### src/rtl/multicycle_control_fsm_pkg.sv
// Shared encodings for the multicycle control unit: FSM states, opcodes and datapath select codes.
// The TRAP state exists only when MULTICYCLE_CTRL_ILLEGAL_TRAP_EN is defined.
package multicycle_control_fsm_pkg;

  typedef enum logic [3:0] {
    StFetch    = 4'd0,
    StDecode   = 4'd1,
    StMemAdr   = 4'd2,
    StMemRead  = 4'd3,
    StMemWb    = 4'd4,
    StMemWrite = 4'd5,
    StExecR    = 4'd6,
    StExecI    = 4'd7,
    StAluWb    = 4'd8,
    StBeq      = 4'd9
`ifdef MULTICYCLE_CTRL_ILLEGAL_TRAP_EN
    ,
    StTrap     = 4'd10
`endif
  } state_e;

  localparam logic [6:0] OpLoad   = 7'h03;
  localparam logic [6:0] OpAluImm = 7'h13;
  localparam logic [6:0] OpStore  = 7'h23;
  localparam logic [6:0] OpAluReg = 7'h33;
  localparam logic [6:0] OpBranch = 7'h63;

  localparam logic [1:0] SrcAPc    = 2'b00;
  localparam logic [1:0] SrcAOldPc = 2'b01;
  localparam logic [1:0] SrcAReg   = 2'b10;

  localparam logic [1:0] SrcBReg  = 2'b00;
  localparam logic [1:0] SrcBImm  = 2'b01;
  localparam logic [1:0] SrcBFour = 2'b10;

  localparam logic [1:0] AluOpAdd   = 2'b00;
  localparam logic [1:0] AluOpSub   = 2'b01;
  localparam logic [1:0] AluOpFunct = 2'b10;

  localparam logic [1:0] ResAluOut    = 2'b00;
  localparam logic [1:0] ResMemData   = 2'b01;
  localparam logic [1:0] ResAluResult = 2'b10;

  localparam logic [1:0] ImmTypeI = 2'b00;
  localparam logic [1:0] ImmTypeS = 2'b01;
  localparam logic [1:0] ImmTypeB = 2'b10;

  function automatic logic [1:0] imm_src_of(input logic [6:0] opcode);
    unique case (opcode)
      OpStore:  return ImmTypeS;
      OpBranch: return ImmTypeB;
      default:  return ImmTypeI;
    endcase
  endfunction

endpackage

### src/rtl/multicycle_control_fsm_mem_wait_timer.sv
// Counts consecutive stalled cycles of a memory request and flags a timeout on the
// WAIT_LIMIT-th stalled cycle.
module multicycle_control_fsm_mem_wait_timer #(
  parameter int unsigned WAIT_LIMIT = 15
) (
  input  logic clk_i,
  input  logic rst_ni,
  input  logic active_i,
  input  logic ready_i,
  input  logic clear_i,
  output logic timeout_o
);

  localparam logic [7:0] LastWait = 8'(WAIT_LIMIT - 1);

  logic [7:0] count_q, count_d;
  logic       stalled;

  assign stalled   = active_i & ~ready_i;
  // count_q holds the waits already seen, so this cycle is wait number count_q + 1
  assign timeout_o = stalled & (count_q == LastWait);

  always_comb begin
    count_d = '0;
    if (stalled && !clear_i && !timeout_o) begin
      count_d = count_q + 8'd1;
    end
  end

  always_ff @(posedge clk_i) begin
    if (!rst_ni) begin
      count_q <= '0;
    end else begin
      count_q <= count_d;
    end
  end

endmodule

### src/rtl/multicycle_control_fsm.sv
// Multicycle RISC-V style control FSM with memory wait timeout.
// Define MULTICYCLE_CTRL_ILLEGAL_TRAP_EN to trap unrecognised opcodes and expose ILLEGAL.
module multicycle_control_fsm
  import multicycle_control_fsm_pkg::*;
#(
  parameter int unsigned WAIT_LIMIT = 15
) (
  input  logic       CLK,
  input  logic       RST_N,
  input  logic [6:0] OPE_CODE,
  input  logic       ZERO,
  input  logic       MEM_READY,
  output logic       MEM_REQ,
  output logic       PC_EN,
  output logic       IR_WRITE,
  output logic       ADR_SRC,
  output logic       MEM_WRITE,
  output logic       REG_WRITE,
  output logic [1:0] ALU_SRC_A,
  output logic [1:0] ALU_SRC_B,
  output logic [1:0] ALU_OPE,
  output logic [1:0] RESULT_SRC,
  output logic [1:0] IMM_SRC,
  output logic       MEM_ERR,
`ifdef MULTICYCLE_CTRL_ILLEGAL_TRAP_EN
  output logic       ILLEGAL,
`endif
  output logic [3:0] STATE
);

  state_e     state_q, state_d;
  logic       mem_req, ir_write, pc_write, branch, adr_src, mem_write, reg_write;
  logic [1:0] alu_src_a, alu_src_b, alu_ope, result_src;
  logic       timeout, state_change;

  always_ff @(posedge CLK) begin
    if (!RST_N) begin
      state_q <= StFetch;
    end else begin
      state_q <= state_d;
    end
  end

  always_comb begin
    state_d = state_q;
    case (state_q)
      StFetch: begin
        if (timeout) begin
          state_d = StFetch;
        end else if (MEM_READY) begin
          state_d = StDecode;
        end
      end
      StDecode: begin
        case (OPE_CODE)
          OpLoad, OpStore: state_d = StMemAdr;
          OpAluReg:        state_d = StExecR;
          OpAluImm:        state_d = StExecI;
          OpBranch:        state_d = StBeq;
`ifdef MULTICYCLE_CTRL_ILLEGAL_TRAP_EN
          default:         state_d = StTrap;
`else
          default:         state_d = StFetch;
`endif
        endcase
      end
      StMemAdr:   state_d = (OPE_CODE == OpLoad) ? StMemRead : StMemWrite;
      StMemRead: begin
        if (timeout) begin
          state_d = StFetch;
        end else if (MEM_READY) begin
          state_d = StMemWb;
        end
      end
      StMemWrite: begin
        if (timeout || MEM_READY) begin
          state_d = StFetch;
        end
      end
      StExecR, StExecI:       state_d = StAluWb;
      StMemWb, StAluWb, StBeq: state_d = StFetch;
`ifdef MULTICYCLE_CTRL_ILLEGAL_TRAP_EN
      StTrap:                 state_d = StTrap;
`endif
      default:                state_d = StFetch;
    endcase
  end

  always_comb begin
    mem_req    = 1'b0;
    ir_write   = 1'b0;
    pc_write   = 1'b0;
    branch     = 1'b0;
    adr_src    = 1'b0;
    mem_write  = 1'b0;
    reg_write  = 1'b0;
    alu_src_a  = SrcAPc;
    alu_src_b  = SrcBReg;
    alu_ope    = AluOpAdd;
    result_src = ResAluOut;
    case (state_q)
      StFetch: begin
        mem_req    = 1'b1;
        alu_src_b  = SrcBFour;
        result_src = ResAluResult;
        ir_write   = MEM_READY;
        pc_write   = MEM_READY;
      end
      StDecode: begin
        alu_src_a = SrcAOldPc;
        alu_src_b = SrcBImm;
      end
      StMemAdr: begin
        alu_src_a = SrcAReg;
        alu_src_b = SrcBImm;
      end
      StMemRead: begin
        mem_req = 1'b1;
        adr_src = 1'b1;
      end
      StMemWb: begin
        result_src = ResMemData;
        reg_write  = 1'b1;
      end
      StMemWrite: begin
        mem_req   = 1'b1;
        adr_src   = 1'b1;
        mem_write = 1'b1;
      end
      StExecR: begin
        alu_src_a = SrcAReg;
        alu_ope   = AluOpFunct;
      end
      StExecI: begin
        alu_src_a = SrcAReg;
        alu_src_b = SrcBImm;
        alu_ope   = AluOpFunct;
      end
      StAluWb: reg_write = 1'b1;
      StBeq: begin
        alu_src_a = SrcAReg;
        alu_ope   = AluOpSub;
        branch    = 1'b1;
      end
      default: ;
    endcase
  end

  assign state_change = (state_d != state_q);

  multicycle_control_fsm_mem_wait_timer #(
    .WAIT_LIMIT(WAIT_LIMIT)
  ) u_mem_wait_timer (
    .clk_i    (CLK),
    .rst_ni   (RST_N),
    .active_i (mem_req),
    .ready_i  (MEM_READY),
    .clear_i  (state_change),
    .timeout_o(timeout)
  );

  // Write enables and the error pulse are masked while reset is held low
  assign MEM_REQ    = mem_req & RST_N;
  assign IR_WRITE   = ir_write & RST_N;
  assign MEM_WRITE  = mem_write & RST_N;
  assign REG_WRITE  = reg_write & RST_N;
  assign PC_EN      = (pc_write | (branch & ZERO)) & RST_N;
  assign MEM_ERR    = timeout & RST_N;
  assign ADR_SRC    = adr_src;
  assign ALU_SRC_A  = alu_src_a;
  assign ALU_SRC_B  = alu_src_b;
  assign ALU_OPE    = alu_ope;
  assign RESULT_SRC = result_src;
  assign IMM_SRC    = imm_src_of(OPE_CODE);
  assign STATE      = state_q;
`ifdef MULTICYCLE_CTRL_ILLEGAL_TRAP_EN
  assign ILLEGAL    = (state_q == StTrap);
`endif

endmodule

### config.mk
export PLATFORM = sky130hd
export DESIGN_NAME = multicycle_control_fsm
export DESIGN_NICKNAME = d
export VERILOG_FILES = /design/src/rtl/multicycle_control_fsm_pkg.sv /design/src/rtl/multicycle_control_fsm_mem_wait_timer.sv /design/src/rtl/multicycle_control_fsm.sv
export SDC_FILE = /design/constraint.sdc
export NUM_CORES = 1
export LEC_CHECK = 0
export CAP_MARGIN = 40
export CELL_PAD_IN_SITES_DETAIL_PLACEMENT = 0
export CELL_PAD_IN_SITES_GLOBAL_PLACEMENT = 2
export CORE_UTILIZATION = 26
export DETAILED_ROUTE_END_ITERATION = 8
export HOLD_SLACK_MARGIN = 0.08
export PLACE_DENSITY_LB_ADDON = 0.1
export SETUP_SLACK_MARGIN = 0.2
export SLEW_MARGIN = 10
export SYNTH_ARGS = -nofsm -noshare
export SYNTH_HDL_FRONTEND = slang
export SYNTH_SLANG_ARGS = --single-unit
### constraint.sdc
create_clock -name CLK -period 1.8 [get_ports CLK]
set_input_delay 0.45 -clock CLK [delete_from_list [all_inputs] [get_ports CLK]]
set_output_delay 0.45 -clock CLK [all_outputs]
set_load 0.005 [all_outputs]
==> impl_metrics.yaml, run 1 <==
setup_path:
  timing.critical_path.max_delay_family: "flip-flops"
  r2r_setup_slack_ns: 0.21
  critical_path_required_ns: 1.35
  largest_fanout_of_any_net_on_the_critical_path: 4
  cp_data_arrival_time_ns: 1.50
  worstReg2RegStart: "STATE[2]$_SDFF_PN0_"
  timing_worst_setup_path_type: "reg -> out"
  critical_path.n_buffers_inverters: 2
  start_kind: "flip-flop"
  worst_path_cell_trace: "buf_6 -> xnor2_4 -> mux2i_2 -> nor3_2 -> nor3b_2 -> buf_2"
  standard_cell_with_the_maximum_stage_delay_on_the_critical_path: "sky130_fd_sc_hd__dfxtp_4"
  critical_path.reg2reg.endpoint: "STATE[2]$_SDFF_PN0_"
  ff2ff_path_depth: 8
  crit_path_start: "STATE[2]$_SDFF_PN0_"
  slowest_delay_ns: 0.37
  critical_path.endpoint_type: "output pin"
sta:
  fin_worst_hold_slack_ns: 0.531
  final.setup.tns_ns: -0.951
  share_of_the_cycle_needed_by_the_critical_path_after_routing: 1.08
  fmaxAchievable_mhz: 513
  slew_headroom: 0.791
  final.min_clock_period_ns: 1.95
  setup_ws_ns: -0.148
  setup-violations-final: 13
  final_hold_viol_count: 0
  worst_clock_skew_ns: 0.00677
  setup_repair_after_global_routing_missed_its_margin: "true"
  report.final.slew_viol_count: 0
  worst_pin_slew_ns: 0.312
floorplan:
  die-height_um: 61.5
  row_count: 21
  io_pins: 32
  die_width_um: 61.5
  core-area_um2: 3360
  design.die.area_um2: 3780
  initial_core_utilization: 0.274
synth:
  share_of_async_settable_or_async_resettable_flops_after_synthesis: 0
  netlist_top_cells_area: "sky130_fd_sc_hd__dfxtp_1, sky130_fd_sc_hd__nor2_1, sky130_fd_sc_hd__nand4b_4, sky130_fd_sc_hd__xor2_1, sky130_fd_sc_hd__ha_1"
  synth_sequential_area_ratio: 0.261
  dominantRegCellSynth: "sky130_fd_sc_hd__dfxtp_1"
  most_frequently_used_cell_type_in_the_post_synthesis_netlist: "sky130_fd_sc_hd__nor2_1"
  count_of_flip_flops_with_a_built_in_enable_after_synthesis: 0
  synth_nets: 113
  synthTopCellsByCount: "sky130_fd_sc_hd__nor2_1, sky130_fd_sc_hd__dfxtp_1, sky130_fd_sc_hd__xor2_1"
  synth_area_um2: 921
  yosys_register_bits: 12
  synthesis.instances: 100
  yosysUniqueCellTypes: 47
  synthDominantAreaCellType: "sky130_fd_sc_hd__dfxtp_1"
  yosysWarnings: 0
  syn-mean-instance-area_um2: 9.21
  yosys.area.top_type_share: 0.261
route:
  drc: 0
  drt-vias-per-instance: 4.60
  dr.first_iter.drc_count: 54
  wl_um: 3210
  avgRoutedWirePerCell_um: 13.4
  detailroute.via_count: 1105
  antenna_violating_nets_post_route: 0
  dr.pass1.iters: 4
run_status:
  run_status: "finished, violations left"
  violated_checks: "negative setup slack"
run:
  max-cap-violations: 0
global_routing:
  grtUsageTotal: 0.181
  grt_first_pass_wirelength_um: 5040
  remaining_overflow_grt: 0
  grt_pass1_vias: 1048
  grt_antenna_before_repair: 0
  grt_start_max_net_pins: 9
power:
  static-leakage-power_nw: 0.912
  peakVddDrop_v: 0.000234
  powerDensity_nw_per_um2: 372
clocking:
  cts.htree.levels: 1
  cts.path.max_buffers: 2
  clk_transition_reported_paths_ns: 0.09
  cts-root-buf: "sky130_fd_sc_hd__clkbuf_4"
  clkSinkCount: 12
  cts-buffers-inserted: 3
  cts_tree: "done"
  insertion_delay_of_the_later_clocked_pin_in_the_worst_skew_pair_ns: 0.27
placement:
  io_buffers: 31
  place_worst_setup_slack_ns: -0.585
  hpwlAfterDp_um: 2050
  gp_congestion: 0.768
  dpl.cell_count: 207
hold_path:
  hp-class: "reg -> reg"
  timing.hold.worst_endpoint: "u_mem_wait_timer.count_q[1]$_SDFF_PN0_"
  min-delay-start: "u_mem_wait_timer.count_q[1]$_SDFF_PN0_"
  min_path_cells: 2
finish:
  stdcell_count: 240
  area_delta_synth_final_pct: 112
  layout-drive-gt1-share: 0.639
  design.final.nets: 208
  num_antenna_cells: 0
[state kept, by name (all words and copies together), names as in the netlist]
name,count
STATE,4
u_mem_wait_timer.count_q,8
[per-stage QoR]
step | power (mW) | instance area (um2) | util
6_report | 0.725 | 1950 | 0.580
5_1_grt | 0.769 | 1950 | 0.580
4_1_cts | 0.711 | 1860 | 0.553
3_5_place_dp | 0.451 | 1510 | 0.449
3_3_place_gp | 0.450 | 1510 | 0.449
2_1_floorplan | 0.346 | 921 | -
[worst max-delay path by stage]
stage	depth (start not counted)	slack, ns	endpoint
5_1_grt	6	-0.27	MEM_ERR
3_5_place_dp	5	-0.58	MEM_ERR
3_3_place_gp	4	-0.54	IMM_SRC[0]
4_1_cts	6	-0.15	MEM_ERR
2_1_floorplan	4	0.25	PC_EN
6_report	6	-0.15	MEM_ERR
[cells by family (layout without fill, tap and decap cells)]
group	count (synthesis)	after routing	share of synthesized area
simple gates	54	54	0.418
compound gates	13	13	0.105
flops	12	12	0.261
xor+xnor	8	8	0.0842
buf+inv	7	101	0.0516
mux	4	4	0.0530
fa+ha+maj	2	2	0.0272
[worst register-to-register path: stages (launching register included)]
cell	delay (ns)
sky130_fd_sc_hd__dfxtp_4	0.37
sky130_fd_sc_hd__buf_4	0.14
sky130_fd_sc_hd__buf_8	0.12
sky130_fd_sc_hd__buf_12	0.14
sky130_fd_sc_hd__nand2b_4	0.14
sky130_fd_sc_hd__buf_4	0.12
sky130_fd_sc_hd__mux2i_1	0.18
sky130_fd_sc_hd__o311ai_2	0.16
sky130_fd_sc_hd__a31oi_1	0.15
[area by class of cell]
| class | count | area, um2 |
|---|---|---|
| inverter | 2 | 7.51 |
| timing repair buffer | 95 | 817 |
| tap | 46 | 57.6 |
| clock buffer | 4 | 36.3 |
| sequential | 12 | 255 |
| multi-input combinational | 81 | 776 |
| fill | 344 | 1410 |
[routing by layer]
| metal | wire length, um | vias up | GRT usage | part of all wire |
|---|---|---|---|---|
| met2 | 1590 | 32 | 0.303 | 0.50 |
| met1 | 1460 | 517 | 0.241 | 0.46 |
| met3 | 132 | 2 | 0.0462 | 0.041 |
| li1 | - | 554 | - | - |
| met5 | 0 | - | 0 | 0 |
| met4 | 19 | 0 | 0.0222 | 0.0059 |
[power breakdown]
group,total [mW],leakage (nW),switching (mW),internal [mW]
logic,0.233,0.791,0.0885,0.144
registers,0.271,0.100,0.00632,0.265
clock network,0.220,0.0210,0.0974,0.123
[cell usage in the layout, fill, tap and decap left out, drive strengths merged, types with 2 or more instances in the layout]
master          n
buf            85
nor2           17
dfxtp          12
xor2            5
clkbuf          5
nand2           4
dlygate4sd2     4
nor3            4
nand3           3
nand4           3
nor4b           3
nor4            3
xnor2           3
mux2i           3
nand2b          3
clkdlybuf4s15   3
nor3b           2
a21o            2
nand4b          2
and3            2
o22ai           2
ha              2
and2b           2
a21boi          2
inv             2
and2            2
o311ai          2
[repair_timing]
action | 4_1_cts | 5_1_grt
endpoints found under the hold margin | 0 | 0
gates cloned | 2 | 0
endpoints found under the setup margin | 21 | 22
hold buffers | 0 | 0
resized for setup | 138 | 14
pin swaps | 13 | 8
buffers inserted | 21 | 6
(Power assumes the default switching activity.)
==> run 2: changes to the inputs <==
--- a/config.mk
+++ b/config.mk
@@ -12,7 +12,6 @@
 export DETAILED_ROUTE_END_ITERATION = 8
 export HOLD_SLACK_MARGIN = 0.08
 export PLACE_DENSITY_LB_ADDON = 0.1
-export SETUP_SLACK_MARGIN = 0.2
 export SLEW_MARGIN = 10
 export SYNTH_ARGS = -nofsm -noshare
 export SYNTH_HDL_FRONTEND = slang
==> run 2 against run 1 <==
Effect of this change: the run still ends with negative setup slack left; global-route usage shrank 1.6 points; fmax shrank 2.5%; clock power barely moved; via count is 5.9% lower; final cell count is 3.3% lower; clock-buffer cell count unchanged; non-clock buffer count shrank 8; critical path depth is 2 higher.
==> impl_metrics.yaml, run 2 (synthesis gave the netlist of run 1 again) <==
sta:
  worst_pin_slew_ns: 0.344
  fmaxAchievable_mhz: 501
  final.min_clock_period_ns: 2.00
  worst_clock_skew_ns: 0.00607
  final_hold_viol_count: 0
  slew_headroom: 0.767
  share_of_the_cycle_needed_by_the_critical_path_after_routing: 1.11
  setup-violations-final: 11
  setup_ws_ns: -0.198
  report.final.slew_viol_count: 0
  setup_repair_after_global_routing_missed_its_margin: "true"
placement:
  dpl.cell_count: 207
  gp_congestion: 0.768
  postPlaceCellArea_um2: 1510
  hpwlAfterDp_um: 2050
  io_buffers: 31
route:
  avgRoutedWirePerCell_um: 12.7
  dr.first_iter.drc_count: 16
  dr.pass1.iters: 4
  antenna_violating_nets_post_route: 0
  drc: 0
  drt-vias-per-instance: 4.48
  wl_um: 2940
  detailroute.via_count: 1040
clocking:
  clkSinkCount: 12
  cts.path.max_buffers: 2
  cts_tree: "done"
  cts-root-buf: "sky130_fd_sc_hd__clkbuf_4"
  insertion_delay_of_the_later_clocked_pin_in_the_worst_skew_pair_ns: 0.28
  cts.htree.levels: 1
  clk_transition_reported_paths_ns: 0.09
  cts-buffers-inserted: 3
setup_path:
  critical_path.n_buffers_inverters: 5
  largest_fanout_of_any_net_on_the_critical_path: 4
  timing.critical_path.max_delay_family: "buffers and inverters"
  slowest_delay_ns: 0.36
  start_kind: "flip-flop"
  critical_path.endpoint_type: "output pin"
  critical_path_required_ns: 1.35
  timing_worst_setup_path_type: "reg -> out"
  worst_path_cell_trace: "buf_6 -> xnor2_4 -> buf_4 -> buf_6 -> buf_6 -> mux2i_1 -> nor2_1 -> buf_2"
  cp_data_arrival_time_ns: 1.55
  standard_cell_with_the_maximum_stage_delay_on_the_critical_path: "sky130_fd_sc_hd__dfxtp_4"
  crit_path_frequent_cell: "sky130_fd_sc_hd__buf_6"
finish:
  regMostFlops: "u_mem_wait_timer.count_q"
  largest_reg_flops: 8
  layout-drive-gt1-share: 0.581
  mostFrequentLayoutCell: "sky130_fd_sc_hd__buf_4"
  nFillCells: 359
  num_antenna_cells: 0
  design_area_um2: 1800
  final_cell_mix: "sky130_fd_sc_hd__buf_4, sky130_fd_sc_hd__nor2_1, sky130_fd_sc_hd__buf_2"
  design.final.nets: 200
  stdcell_count: 232
  area_delta_synth_final_pct: 95.4
floorplan:
  core-area_um2: 3360
  io_pins: 32
  row_count: 21
  initial_core_utilization: 0.274
  die_width_um: 61.5
  design.die.area_um2: 3780
  die-height_um: 61.5
hold_path:
  hp-class: "reg -> reg"
global_routing:
  grt_first_pass_wirelength_um: 4570
  grt_antenna_before_repair: 0
  grt_pass1_vias: 966
  grt_start_max_net_pins: 16
  remaining_overflow_grt: 0
  grtUsageTotal: 0.165
power:
  static-leakage-power_nw: 0.859
  peakVddDrop_v: 0.000229
  powerDensity_nw_per_um2: 392
run_status:
  violated_checks: "negative setup slack"
  run_status: "finished, violations left"
run:
  max-cap-violations: 0
run 2: cell types whose count changed in the layout (fill, tap and decap cells not counted), sizes merged:
cell           change
clkdlybuf4s50      +3
buf               -16
clkbuf             +3
dlygate4sd2        +4
dlymetal6s2s       +1
clkdlybuf4s15      -3
run 2: worst register-to-register path, delay by kind of cell, from the launching register on:
kind                      cells  cell delay [ns]
AOI/OAI and AO/OA             2             0.44
xor gates and xnor gates      1             0.17
buffers and inverters         3             0.40
DFF                           1             0.36
muxes                         1             0.11
run 2: what timing repair did:
item                                    CTS  global route
pin swaps                                11             8
endpoints found under the setup margin   21            17
gates resized for setup                  94            24
buffers inserted                         13             9
hold buffers                              0             0
run 2: routing by layer:
metal  GRT usage  vias to the layer above  share of wire
met4      0.0381                        0          0.012
met3      0.0420                        4          0.038
met1       0.222                      474           0.45
li1            -                      536              -
met2       0.266                       26           0.50
met5           0                        -              0
run 2: path summary, 6_finish.rpt:
path	startpoint	cells after the start	slack [ns]	end
setup / recovery	STATE[2]$_SDFF_PN0_	8	-0.20	ALU_SRC_B[0]
hold / removal	u_mem_wait_timer.count_q[1]$_SDFF_PN0_	2	0.53	u_mem_wait_timer.count_q[1]$_SDFF_PN0_
setup reg to reg	STATE[2]$_SDFF_PN0_	7	0.20	STATE[2]$_SDFF_PN0_
hold reg to reg	u_mem_wait_timer.count_q[1]$_SDFF_PN0_	2	0.53	u_mem_wait_timer.count_q[1]$_SDFF_PN0_
run 2: through the flow:
step / hold WS, ns / total power, mW / setup slack, ns / utilization / setup TNS (ns)
after floorplan: 0.437 / 0.346 / 0.252 / - / 0
after global routing: 0.574 / 0.750 / -0.299 / 0.535 / -1.82
final: 0.531 / 0.706 / -0.198 / 0.535 / -0.921
after CTS: 0.539 / 0.688 / -0.153 / 0.510 / -0.764
after detailed placement: 0.529 / 0.451 / -0.585 / 0.449 / -4.55
after global placement: 0.515 / 0.450 / -0.535 / 0.449 / -4.35
run 2: cell type report:
cell class	instances	area, um2	share of cell area
clock buffer	4	36.3	0.0202
inverter	2	7.51	0.00417
multi-input combinational	81	732	0.407
tap	46	57.6	0.0320
timing repair buffer	87	711	0.395
sequential	12	255	0.142
run 2: report_power, final:
part | switching, mW | internal (mW)
Combinational | 0.0816 | 0.131
Sequential | 0.00615 | 0.265
Clock | 0.0985 | 0.123
==> run 3: changes to the inputs <==
--- a/config.mk
+++ b/config.mk
@@ -11,7 +11,7 @@
 export CORE_UTILIZATION = 26
 export DETAILED_ROUTE_END_ITERATION = 8
 export HOLD_SLACK_MARGIN = 0.08
-export PLACE_DENSITY_LB_ADDON = 0.1
+export PLACE_DENSITY = 0.87
 export SLEW_MARGIN = 10
 export SYNTH_ARGS = -nofsm -noshare
 export SYNTH_HDL_FRONTEND = slang
==> run 3 against run 2 <==
Effect of this change: the run still ends with negative setup slack left; non-clock buffer count stayed put; clock-buffer cell count stayed put; global-route usage is 1.2 points lower; register-to-register slack worse by 0.10 ns; die area stayed put; wire length is 0.27% lower; final area is 1.9% higher; first-iteration DRC count is 130% higher; flip-flop and latch count stayed put; highest routed layer is now met3.
==> impl_metrics.yaml, run 3 (synthesis gave the netlist of run 1 again) <==
run_status:
  run_status: "finished, violations left"
  violated_checks: "negative setup slack"
sta:
  share_of_the_cycle_needed_by_the_critical_path_after_routing: 1.10
  worst_clock_skew_ns: 0.00264
  final.min_clock_period_ns: 1.97
  worst_pin_slew_ns: 0.455
  setup-violations-final: 7
  slew_headroom: 0.693
  setup_ws_ns: -0.174
  fmaxAchievable_mhz: 506
  final.setup.tns_ns: -0.659
  final_hold_viol_count: 0
  setup_repair_after_global_routing_missed_its_margin: "true"
  report.final.slew_viol_count: 0
setup_path:
  cp_data_arrival_time_ns: 1.52
  timing.critical_path.max_delay_family: "simple AND/OR/NAND/NOR gates"
  critical_path.n_buffers_inverters: 2
  standard_cell_with_the_maximum_stage_delay_on_the_critical_path: "sky130_fd_sc_hd__dfxtp_4"
  critical_path_required_ns: 1.35
  timing_worst_setup_path_type: "reg -> out"
  critical_path.endpoint_type: "output pin"
  start_kind: "flip-flop"
  largest_fanout_of_any_net_on_the_critical_path: 3
  worst_path_cell_trace: "and2b_2 -> buf_6 -> mux2i_4 -> nor3_2 -> nor3b_2 -> buf_2"
  r2r_setup_slack_ns: 0.10
  slowest_delay_ns: 0.36
clocking:
  clkSinkCount: 12
  cts-buffers-inserted: 3
  cts-root-buf: "sky130_fd_sc_hd__clkbuf_4"
  clk_transition_reported_paths_ns: 0.07
  cts_tree: "done"
  cts.htree.levels: 1
  cts.path.max_buffers: 2
  insertion_delay_of_the_later_clocked_pin_in_the_worst_skew_pair_ns: 0.27
global_routing:
  grt_pass1_vias: 1055
  grt_first_pass_wirelength_um: 4420
  grt_antenna_before_repair: 0
  grtUsageTotal: 0.153
  grt_start_max_net_pins: 10
  remaining_overflow_grt: 0
finish:
  mostFrequentLayoutCell: "sky130_fd_sc_hd__buf_4"
  largest_reg_flops: 8
  design.final.nets: 200
  regMostFlops: "u_mem_wait_timer.count_q"
  area_delta_synth_final_pct: 99.2
  num_antenna_cells: 0
  sequential_cell_area_um2: 255
  nFillCells: 314
  multi_input_comb_area_um2: 776
  final_cell_mix: "sky130_fd_sc_hd__buf_4, sky130_fd_sc_hd__nor2_1, sky130_fd_sc_hd__dlygate4sd2_1, sky130_fd_sc_hd__buf_2, sky130_fd_sc_hd__buf_6"
  layout-drive-gt1-share: 0.586
power:
  peakVddDrop_v: 0.000400
  static-leakage-power_nw: 0.881
  powerDensity_nw_per_um2: 382
floorplan:
  die_width_um: 61.5
  io_pins: 32
  design.die.area_um2: 3780
  die-height_um: 61.5
  row_count: 21
  core-area_um2: 3360
  initial_core_utilization: 0.274
route:
  dr.pass1.iters: 4
  wl_um: 2940
  avgRoutedWirePerCell_um: 12.7
  antenna_violating_nets_post_route: 0
  dr.first_iter.drc_count: 36
  detailroute.via_count: 1048
  drc: 0
  drt-vias-per-instance: 4.52
placement:
  io_buffers: 31
  gp_congestion: 0.783
  place_worst_setup_slack_ns: -0.600
  hpwlAfterDp_um: 1990
run:
  max-cap-violations: 0
hold_path:
  hp-class: "reg -> reg"
==> run 3: cell count changes in the layout (fill, tap and decap cells not counted), moves of 2 or more <==
cell and delta:
sky130_fd_sc_hd__dlygate4sd2_1 +4, sky130_fd_sc_hd__buf_6 +3, sky130_fd_sc_hd__clkdlybuf4s50_1 -3, sky130_fd_sc_hd__nor4_2 -2, sky130_fd_sc_hd__nor4_4 +2
==> run 3: tightest hold or removal path, cell delays in order, from the launching register on <==
cell and delay, ns:
sky130_fd_sc_hd__dfxtp_1 0.34, sky130_fd_sc_hd__xor2_1 0.07, sky130_fd_sc_hd__nor2_1 0.07
==> run 3: area by class of cell <==
| class | count | area share |
|---|---|---|
| Multi-Input combinational cell | 81 | 0.423 |
| Tap cell | 46 | 0.0314 |
| Sequential cell | 12 | 0.139 |
| Clock buffer | 4 | 0.0198 |
| Inverter | 2 | 0.00409 |
| Timing Repair Buffer | 87 | 0.383 |
==> run 3: path summary, 6_finish.rpt <==
kind | from | depth (start not counted) | end
max | STATE[2]$_SDFF_PN0_ | 6 | MEM_ERR
min | u_mem_wait_timer.count_q[3]$_SDFF_PN0_ | 2 | u_mem_wait_timer.count_q[3]$_SDFF_PN0_
max reg2reg | STATE[2]$_SDFF_PN0_ | 8 | STATE[2]$_SDFF_PN0_
min reg2reg | u_mem_wait_timer.count_q[3]$_SDFF_PN0_ | 2 | u_mem_wait_timer.count_q[3]$_SDFF_PN0_
==> run 3: metal layers <==
metal | track usage | wire, um | vias to the layer above
met5 | 0 | 0 | -
met2 | 0.295 | 1630 | 26
li1 | - | - | 536
met1 | 0.180 | 1180 | 486
met4 | 0.0286 | 0 | 0
met3 | 0.0189 | 126 | 0
==> run 3: through the flow <==
step / util / cells / area [um2] / hold WS (ns) / power [mW]
final: 0.545 / 232 / 1830 / 0.513 / 0.701
after global routing: 0.545 / 232 / 1830 / 0.563 / 0.744
after CTS: 0.507 / 226 / 1710 / 0.523 / 0.673
after detailed placement: 0.456 / 210 / 1530 / 0.502 / 0.454
after global placement: 0.456 / 210 / 1530 / 0.489 / 0.451
after floorplan: - / 100 / 921 / 0.437 / 0.346
==> run 3: power breakdown <==
group          internal [mW]  leakage [nW]  total, mW  switching (mW)
combinational          0.136         0.759      0.222          0.0868
sequential             0.265         0.100      0.271         0.00580
clock                  0.123        0.0210      0.208          0.0850
==> run 3: what timing repair did <==
action,in CTS,in global routing
endpoints found under the setup margin,21,15
resized for setup,92,28
pin swaps,13,10
hold buffers,0,0
cloned,0,0
buffers inserted,13,7
